**config.mk**
```make
export PLATFORM = sky130hd
export DESIGN_NAME = ltc2175_frame_align
export DESIGN_NICKNAME = d
export VERILOG_FILES = /design/src/rtl/ltc2175_frame_align.sv
export SDC_FILE = /design/constraint.sdc
export NUM_CORES = 1
export LEC_CHECK = 0
export ABC_AREA = 0
export CORE_MARGIN = 2
export CORE_UTILIZATION = 40
export DETAILED_ROUTE_END_ITERATION = 8
export MAX_ROUTING_LAYER = met4
export PLACE_DENSITY = 0.64
export SYNTH_ARGS = -nofsm -noshare
export SYNTH_HDL_FRONTEND = slang
export SYNTH_SLANG_ARGS = --single-unit
```
**constraint.sdc**
```tcl
create_clock -name clk -period 4.8 [get_ports clk]
set_input_delay 0.96 -clock clk [delete_from_list [all_inputs] [get_ports clk]]
set_output_delay 0.96 -clock clk [all_outputs]
set_load 0.01 [all_outputs]
```
**src/rtl/ltc2175_frame_align.sv**
```systemverilog
// ltc2175_frame_align
// Bring-up sequencer for the LTC2175 LVDS capture path, clocked in the divided
// capture domain. Pulses the BUFR clear, waits for the ISERDES to settle, then
// bitslips until the frame lane shows FRAME_PATTERN for MATCH_CNT consecutive
// words. Reports locked / fail to the host.
// Optional feature: define LTC2175_ALIGN_MONITOR_EN to enable the in-lock
// error monitor (ERR_LIMIT consecutive bad frame words trigger a relock).
module ltc2175_frame_align #(
    parameter int unsigned        FRAME_W       = 8,
    parameter logic [FRAME_W-1:0] FRAME_PATTERN = 8'hF0,
    parameter int unsigned        CLR_CYCLES    = 4,
    parameter int unsigned        SETTLE_CYCLES = 16,
    parameter int unsigned        MATCH_CNT     = 16,
    parameter int unsigned        MAX_SLIPS     = 8,
    parameter int unsigned        ERR_LIMIT     = 4
) (
    input  logic               clk,
    input  logic               rst_n,
    input  logic               start,
    input  logic [FRAME_W-1:0] frame_word,
    output logic               bufr_clr,
    output logic               bitslip,
    output logic               locked,
    output logic               fail,
    output logic [7:0]         slip_cnt,
    output logic [7:0]         relock_cnt
);

    typedef enum logic [2:0] {
        S_IDLE,
        S_CLR,
        S_SETTLE,
        S_CHECK,
        S_SLIP,
        S_LOCKED,
        S_FAIL
    } state_e;

    // One shared delay counter serves both the clear pulse and the settle wait.
    localparam int unsigned CNT_MAX = (CLR_CYCLES > SETTLE_CYCLES) ? CLR_CYCLES : SETTLE_CYCLES;
    localparam int unsigned CNT_W   = $clog2(CNT_MAX + 1);
    localparam int unsigned MATCH_W = $clog2(MATCH_CNT + 1);
    localparam int unsigned ERR_W   = $clog2(ERR_LIMIT + 1);

    localparam logic [CNT_W-1:0]   CLR_LAST    = CNT_W'(CLR_CYCLES - 1);
    localparam logic [CNT_W-1:0]   SETTLE_LAST = CNT_W'(SETTLE_CYCLES - 1);
    localparam logic [MATCH_W-1:0] MATCH_LAST  = MATCH_W'(MATCH_CNT - 1);
    localparam logic [7:0]         SLIP_LIMIT  = 8'(MAX_SLIPS);
`ifdef LTC2175_ALIGN_MONITOR_EN
    localparam logic [ERR_W-1:0]   ERR_LAST    = ERR_W'(ERR_LIMIT - 1);
`endif

    state_e             state, next_state;
    logic [FRAME_W-1:0] word_q;
    logic [CNT_W-1:0]   cnt, cnt_d;
    logic [MATCH_W-1:0] match_cnt, match_cnt_d;
    logic [ERR_W-1:0]   err_cnt, err_cnt_d;
    logic [7:0]         slip_cnt_d, relock_cnt_d;
    logic               bufr_clr_d, bitslip_d, locked_d, fail_d;
    logic               word_match;
    logic               slips_exhausted;

    function automatic logic [7:0] sat_inc(input logic [7:0] v);
        return (v == 8'hFF) ? v : v + 8'd1;
    endfunction

    // Compare against the registered frame word (one cycle of input latency).
    assign word_match      = (word_q == FRAME_PATTERN);
    assign slips_exhausted = (slip_cnt == SLIP_LIMIT);

    // State, datapath and output registers; every output comes straight from a flop.
    // NOTE: non-blocking assignments make every flop sample pre-edge values, and the
    // async reset drops bufr_clr/bitslip at once so no partial pulse outlives a reset.
    always_ff @(posedge clk or negedge rst_n) begin
        if (!rst_n) begin
            state      <= S_IDLE;
            word_q     <= '0;
            cnt        <= '0;
            match_cnt  <= '0;
            err_cnt    <= '0;
            slip_cnt   <= '0;
            relock_cnt <= '0;
            bufr_clr   <= 1'b0;
            bitslip    <= 1'b0;
            locked     <= 1'b0;
            fail       <= 1'b0;
        end else begin
            state      <= next_state;
            word_q     <= frame_word;
            cnt        <= cnt_d;
            match_cnt  <= match_cnt_d;
            err_cnt    <= err_cnt_d;
            slip_cnt   <= slip_cnt_d;
            relock_cnt <= relock_cnt_d;
            bufr_clr   <= bufr_clr_d;
            bitslip    <= bitslip_d;
            locked     <= locked_d;
            fail       <= fail_d;
        end
    end

    // Next-state selection; start overrides every other transition.
    // NOTE: next_state is defaulted before the case so no path infers a latch.
    always_comb begin
        next_state = state;
        if (start) begin
            next_state = S_CLR;
        end else begin
            case (state)
                S_IDLE:   next_state = S_IDLE;
                S_CLR:    if (cnt == CLR_LAST) next_state = S_SETTLE;
                S_SETTLE: if (cnt == SETTLE_LAST) next_state = S_CHECK;
                S_CHECK: begin
                    if (!word_match)                next_state = S_SLIP;
                    else if (match_cnt == MATCH_LAST) next_state = S_LOCKED;
                end
                S_SLIP:   next_state = slips_exhausted ? S_FAIL : S_SETTLE;
                S_LOCKED: begin
`ifdef LTC2175_ALIGN_MONITOR_EN
                    if (!word_match && err_cnt == ERR_LAST) next_state = S_SETTLE;
`endif
                end
                S_FAIL:   next_state = S_FAIL;
                default:  next_state = S_IDLE;
            endcase
        end
    end

    // Counter updates and next output values, registered above.
    always_comb begin
        cnt_d        = cnt;
        match_cnt_d  = match_cnt;
        err_cnt_d    = err_cnt;
        slip_cnt_d   = slip_cnt;
        relock_cnt_d = relock_cnt;
        bitslip_d    = 1'b0;
        bufr_clr_d   = (next_state == S_CLR);
        locked_d     = (next_state == S_LOCKED);
        fail_d       = (next_state == S_FAIL);
        if (start) begin
            cnt_d       = '0;
            match_cnt_d = '0;
            err_cnt_d   = '0;
            slip_cnt_d  = '0;
        end else begin
            case (state)
                S_CLR:    cnt_d = (cnt == CLR_LAST) ? '0 : cnt + CNT_W'(1);
                S_SETTLE: begin
                    cnt_d       = (cnt == SETTLE_LAST) ? '0 : cnt + CNT_W'(1);
                    match_cnt_d = '0;
                end
                S_CHECK: begin
                    err_cnt_d = '0;
                    if (word_match) match_cnt_d = match_cnt + MATCH_W'(1);
                end
                S_SLIP: begin
                    cnt_d = '0;
                    // The pulse lands in the first settle cycle, so it can never repeat back-to-back.
                    if (!slips_exhausted) begin
                        bitslip_d  = 1'b1;
                        slip_cnt_d = sat_inc(slip_cnt);
                    end
                end
                S_LOCKED: begin
`ifdef LTC2175_ALIGN_MONITOR_EN
                    if (word_match) begin
                        err_cnt_d = '0;
                    end else if (err_cnt == ERR_LAST) begin
                        err_cnt_d    = '0;
                        cnt_d        = '0;
                        slip_cnt_d   = '0;
                        relock_cnt_d = sat_inc(relock_cnt);
                    end else begin
                        err_cnt_d = err_cnt + ERR_W'(1);
                    end
`endif
                end
                default: ;
            endcase
        end
    end

endmodule

```
==> results of run 1 <==
power groups by stage:
stage	Combinational (mW)	Sequential, mW	Clock, mW
floorplan	0.136	0.340	0
global placement	0.170	0.359	0
detailed placement	0.169	0.359	0
CTS	0.170	0.353	0.202
global route	0.195	0.361	0.212
finish	0.170	0.355	0.191
kinds of logic (layout without fill, tap and decap cells):
kind of cell	Yosys count	in the layout	synth area share (%)
and+or+nand+nor	61	61	19.3
buffers and inverters	29	47	8.09
other	1	8	0.207
adders and majority gates	7	7	4.84
DFF	33	33	45.6
xor gates and xnor gates	1	1	0.484
AOI/OAI and AO/OA	50	50	18.5
muxes	5	5	2.97
sequential cells by signal, indices dropped and copies added, names as in the netlist:
| name | count |
|---|---|
| bitslip | 1 |
| bufr_clr | 1 |
| cnt | 5 |
| fail | 1 |
| locked | 1 |
| match_cnt | 5 |
| slip_cnt | 8 |
| state | 3 |
| word_q | 8 |
area by class of cell:
class / count / area, µm²
clock buffers: 6 / 72.6
well taps: 52 / 65.1
repair buffers: 24 / 235
multi-input cells: 132 / 863
inverters: 15 / 56.3
clock inverters: 2 / 10.0
fillers: 410 / 2230
flip-flops and latches: 33 / 826
through the flow:
step	total power, mW	hold WS (ns)	cell area (µm²)	instances
floorplan	0.476	0.473	1840	194
global placement	0.529	0.490	2050	256
detailed placement	0.528	0.501	2050	256
CTS	0.725	0.518	2130	264
global route	0.768	0.543	2130	264
finish	0.717	0.520	2130	264
layout by cell type (no fill, tap or decap), drive strengths merged, types with 3 or more instances in the layout:
cell,count
dfrtp,33
clkdlybuf4s50,22
inv,15
nor2,11
a21oi,10
nand3,9
o21ai,8
conb,8
ha,7
nand2b,6
clkbuf,6
a31oi,5
a211oi,5
nor3,5
o31ai,5
nand4,4
or4,4
nand2,4
and3,3
nor4,3
mux2,3
or2,3
worst min-delay path by stage:
stage | startpoint | endpoint | slack, ns | cells after the start
floorplan | cnt[3] | cnt[3] | 0.47 | 1
global placement | match_cnt[4] | match_cnt[4] | 0.49 | 1
detailed placement | match_cnt[4] | match_cnt[4] | 0.50 | 1
CTS | match_cnt[4] | match_cnt[4] | 0.52 | 1
global route | match_cnt[4] | match_cnt[4] | 0.54 | 1
finish | match_cnt[4] | match_cnt[4] | 0.52 | 1
per-layer routing:
layer | up-vias | track usage [%] | wire [µm]
li1 | 720 | - | -
met1 | 705 | 23.0 | 1770
met2 | 46 | 22.5 | 1590
met3 | 2 | 4.22 | 189
met4 | 0 | 5.03 | 31
met5 | - | - | 0
==> impl_results.md, run 1 <==
- Top_reg_cell synth: dfrtp_1
- Fmax: 0.387 GHz
- Crit Reg-Reg Endpoint: slip_cnt[7]
- Crit path time final: 2.58 ns
- Clock root cell: clkbuf_8
- Largest cells by area after synthesis: dfrtp_1 (46%), ha_1 (4.8%), buf_4 (3.3%), inv_1 (3.1%), a21oi_1 (2.8%)
- Final setup fails: 0
- Worst IR Drop VDD: 0.000195 V
- Area share of the leading cell type in the synthesized netlist: 45.6%
- CP top delay family: buffers and inverters
- Setup TNS Final: 0 ns
- Io pins: 31
- Clock Latency Late Sink: 0.27 ns
- CP Class: input port to flip-flop
- Initial drt markers: 72
- CORE AREA: 4350 µm²
- Synthesized instance count: 187
- Seq pwr share: 49.6%
- Largest net degree at the start of global routing: 34
- Peak per-stage delay on the critical path: 0.91 ns
- First-pass GRT wire length: 6330 µm
- Clk buf depth: 2
- Vias in the first global route: 1379
- Final core occ: 48.9%
- Count of state elements after synthesis: 33
- Sw Ratio: 32.1%
- Final WS setup: 2.22 ns
- DR vias: 1473
- Final WL: 3580 µm
- Yosys cell types: 47
- Ant diodes: 0
- Async SR Flop Fraction: 100%
- Drt drc: 0
- Post-DRT Antenna Nets: 0
- Worst setup startpoint: start
- Post-place setup slack: 1.92 ns
- Postcts setup bufs: 0
- Synth cell count leaders: dfrtp_1 (33), inv_1 (15), nor2_1 (11)
- Synth area leader: dfrtp_1
- Critical Path, Cell by Cell: clkdlybuf4s50_1 > inv_1 > nand3_1 > nor4_1 > a211o_1
- Cell Rows: 24
- CP bufs+invs: 2
- CTS Buf Count: 5
- Required @ worst endpoint: 4.96 ns
- TritonRoute pass-1 iters: 4
- Most common cell in the netlist: dfrtp_1
- Yosys synthesis warning count: 0
- Status: completed
- Worst min-delay path category: flip-flop to flip-flop
- Number of hold buffers added after cts: 0
- Worst setup SP type: input port
- Syn-to-layout area delta: 17.6%
- Max Cap Viol: 0
- Placer Congestion: 0.775
- Die area: 5080 µm²
- Worst slew pin tran: 0.688 ns
- Die Y: 71.3 µm
- Post-Syn Area per Cell: 9.68 µm²
- CP Capture Type: flip-flop
- Share of cells above drive strength 1: 8.02%
- Tot GR Track Use: 16.1%
- Leak: 0.878 nW
- PD cells: 337 nW/µm²
- Setup crit end: match_cnt[2]
- FF-to-FF Start: state[2]
- Number of cells on the critical path: 5
- Die width: 71.3 µm
- Post-CTS sizing: 0
- Dpl hpwl: 2580 µm
- Slew Viols, Final: 0
- Power Internal: 0.487 mW
- Grt ovf: 0
- Initial Utilization: 41.6%
- Slowest CP cell: clkdlybuf4s50_1
- Initial antenna violation count: 0
- Count of input and output buffers: 22
- CTS tree: yes
- CP max FO: 20
- Sw power: 0.230 mW
- CP Data Arrival Time: 2.75 ns
- Combinational power share: 23.7%
- Max-slew headroom: 54.0%
- Clock network power share: 26.7%
- RSZ-0062 raised after global routing: no
- Post-synth EDFFs: 0
- Sequential area share after synthesis: 45.6%
- Fin nets: 229
- Clock sinks: 33
- Synthesized cell area: 1810 µm²
- Post-DR wirelength/cell: 13.6 µm
- H-tree depth: 2
- Vias per cell: 5.58
- CTS clock-pin slew for the worst setup and hold paths: 0.07 ns
- Final Hold Viols: 0
- Fin crit share: 53.8%
- Final Skew: 0.00731 ns
- Reg2reg path depth: 4
- FF-to-FF setup slack: 2.74 ns
(Power assumes the default switching activity.)
==> run 2: changes to the inputs <==
- PLACE_DENSITY: 0.64 -> 0.67
- clock period: 4.8 -> 2.1 ns (I/O delays scaled with it)
==> impl_results.md, run 2 (synthesized netlist as in run 1, its figures left out) <==
- Status: completed
- Final Hold Viols: 0
- H-tree depth: 2
- Share of cells above drive strength 1: 11.6%
- Tot GR Track Use: 16.8%
- Setup TNS Final: 0 ns
- Power Internal: 1.13 mW
- Max-slew headroom: 66.1%
- Die Y: 71.3 µm
- CTS tree: yes
- Multi-input gate area: 896 µm²
- TritonRoute pass-1 iters: 4
- Fillers: 385
- Leak: 0.899 nW
- Number of hold buffers added after cts: 0
- Ant diodes: 0
- Post-DR wirelength/cell: 14.3 µm
- Post-DRT Antenna Nets: 0
- Total design power: 1.67 mW
- Final WL: 3820 µm
- Placer Congestion: 0.797
- CP Data Arrival Time: 2.19 ns
- Combinational power share: 28.3%
- Most frequent cells in the layout: dfrtp_1 (33), clkdlybuf4s50_1 (22), inv_1 (15), nor2_1 (11), a21oi_1 (10)
- Clock root cell: clkbuf_8
- Required @ worst endpoint: 2.30 ns
- Fmax: 0.504 GHz
- Vias per cell: 5.66
- Count of input and output buffers: 22
- CORE AREA: 4350 µm²
- Largest net degree at the start of global routing: 34
- Worst slew pin tran: 0.504 ns
- First-pass GRT wire length: 6470 µm
- Worst setup SP type: flip-flop
- CP max FO: 4
- Post-place setup slack: 0.0111 ns
- Fin crit share: 94.5%
- Biggest regs: slip_cnt: 8 flops, word_q: 8 flops
- Worst min-delay path category: flip-flop to flip-flop
- Slew Viols, Final: 0
- Clock network power share: 25.6%
- Commonest non-fill, non-tap cell in the layout: dfrtp_1
- Fin nets: 234
- Seq pwr share: 46.0%
- Initial Utilization: 41.6%
- CTS clock-pin slew for the worst setup and hold paths: 0.06 ns
- Dpl hpwl: 2610 µm
- Register area: 826 µm²
- Max Cap Viol: 0
- Crit path time final: 1.98 ns
- Die area: 5080 µm²
- Vias in the first global route: 1406
- Initial drt markers: 94
- CP Class: flip-flop to flip-flop
- Io pins: 31
- Clock Latency Late Sink: 0.28 ns
- Grt ovf: 0
- Clock sinks: 33
- RSZ-0062 raised after global routing: no
- Final Skew: 0.00718 ns
- Sw power: 0.544 mW
- Worst IR Drop VDD: 0.000455 V
- Sw Ratio: 32.5%
- Initial antenna violation count: 0
- Drt drc: 0
- DR vias: 1511
- Die width: 71.3 µm
- CP Capture Type: flip-flop
- Final WS setup: 0.117 ns
- CTS Buf Count: 5
- Clk buf depth: 2
- Cell Rows: 24
- Syn-to-layout area delta: 21.0%
- Final setup fails: 0
- PD cells: 764 nW/µm²
-- run 2: cell count changes in the layout (fill, tap and decap cells not counted), sizes merged --
cell | before | now
buf | 2 | 7
clkbuf | 6 | 5
clkinv | 2 | 1
-- run 2: final cells by class --
class / instances / share of cell area (%)
flip-flops and latches: 33 / 37.7
clock inverters: 1 / 0.229
inverters: 15 / 2.57
well taps: 52 / 2.97
multi-input cells: 132 / 40.9
clock buffers: 5 / 3.14
repair buffers: 29 / 12.5
-- run 2: timing repair --
action,in CTS,in global routing
pin swaps,0,1
resized for setup,1,4
endpoints found under the setup margin,1,3
gates cloned,0,0
setup buffers,0,0
-- run 2: final timing paths --
kind,slack [ns],to,cells past startpoint,from
hold reg to reg,0.51,match_cnt[4],1,match_cnt[4]
max in group asynchronous,1.25,slip_cnt[0],2,rst_n
setup reg to reg,0.12,cnt[2],8,cnt[0]
hold / removal,0.51,match_cnt[4],1,match_cnt[4]
setup / recovery,0.12,cnt[2],8,cnt[0]
min in group asynchronous,0.53,locked,2,rst_n
-- run 2: routing by layer --
metal	track usage, %	vias to the layer above	routed length [µm]
met3	3.94	7	163
met2	26.1	40	1760
met4	8.60	0	85
met5	-	-	0
met1	20.5	735	1810
li1	-	729	-
-- run 2: stage by stage --
step | instance area (µm²) | util, % | hold WS, ns | std cells
3_3_place_gp | 2080 | 47.8 | 0.487 | 261
2_1_floorplan | 1840 | - | 0.124 | 194
5_1_grt | 2190 | 50.3 | 0.532 | 267
3_5_place_dp | 2080 | 47.8 | 0.501 | 261
6_report | 2190 | 50.3 | 0.512 | 267
4_1_cts | 2160 | 49.7 | 0.514 | 267
-- run 2: critical path, stage by stage (launching register included) --
cell,delay [ns]
dfrtp_1,0.39
ha_2,0.21
nand3_1,0.11
inv_1,0.05
ha_1,0.22
or3_4,0.35
o32ai_4,0.30
o21bai_1,0.10
a31oi_1,0.17
-- run 2: power groups by stage --
stage	Combinational (mW)	Sequential, mW	Clock, mW
global placement	0.445	0.777	0
global route	0.540	0.782	0.475
floorplan	0.311	0.777	0
finish	0.474	0.770	0.429
CTS	0.456	0.769	0.444
detailed placement	0.447	0.781	0
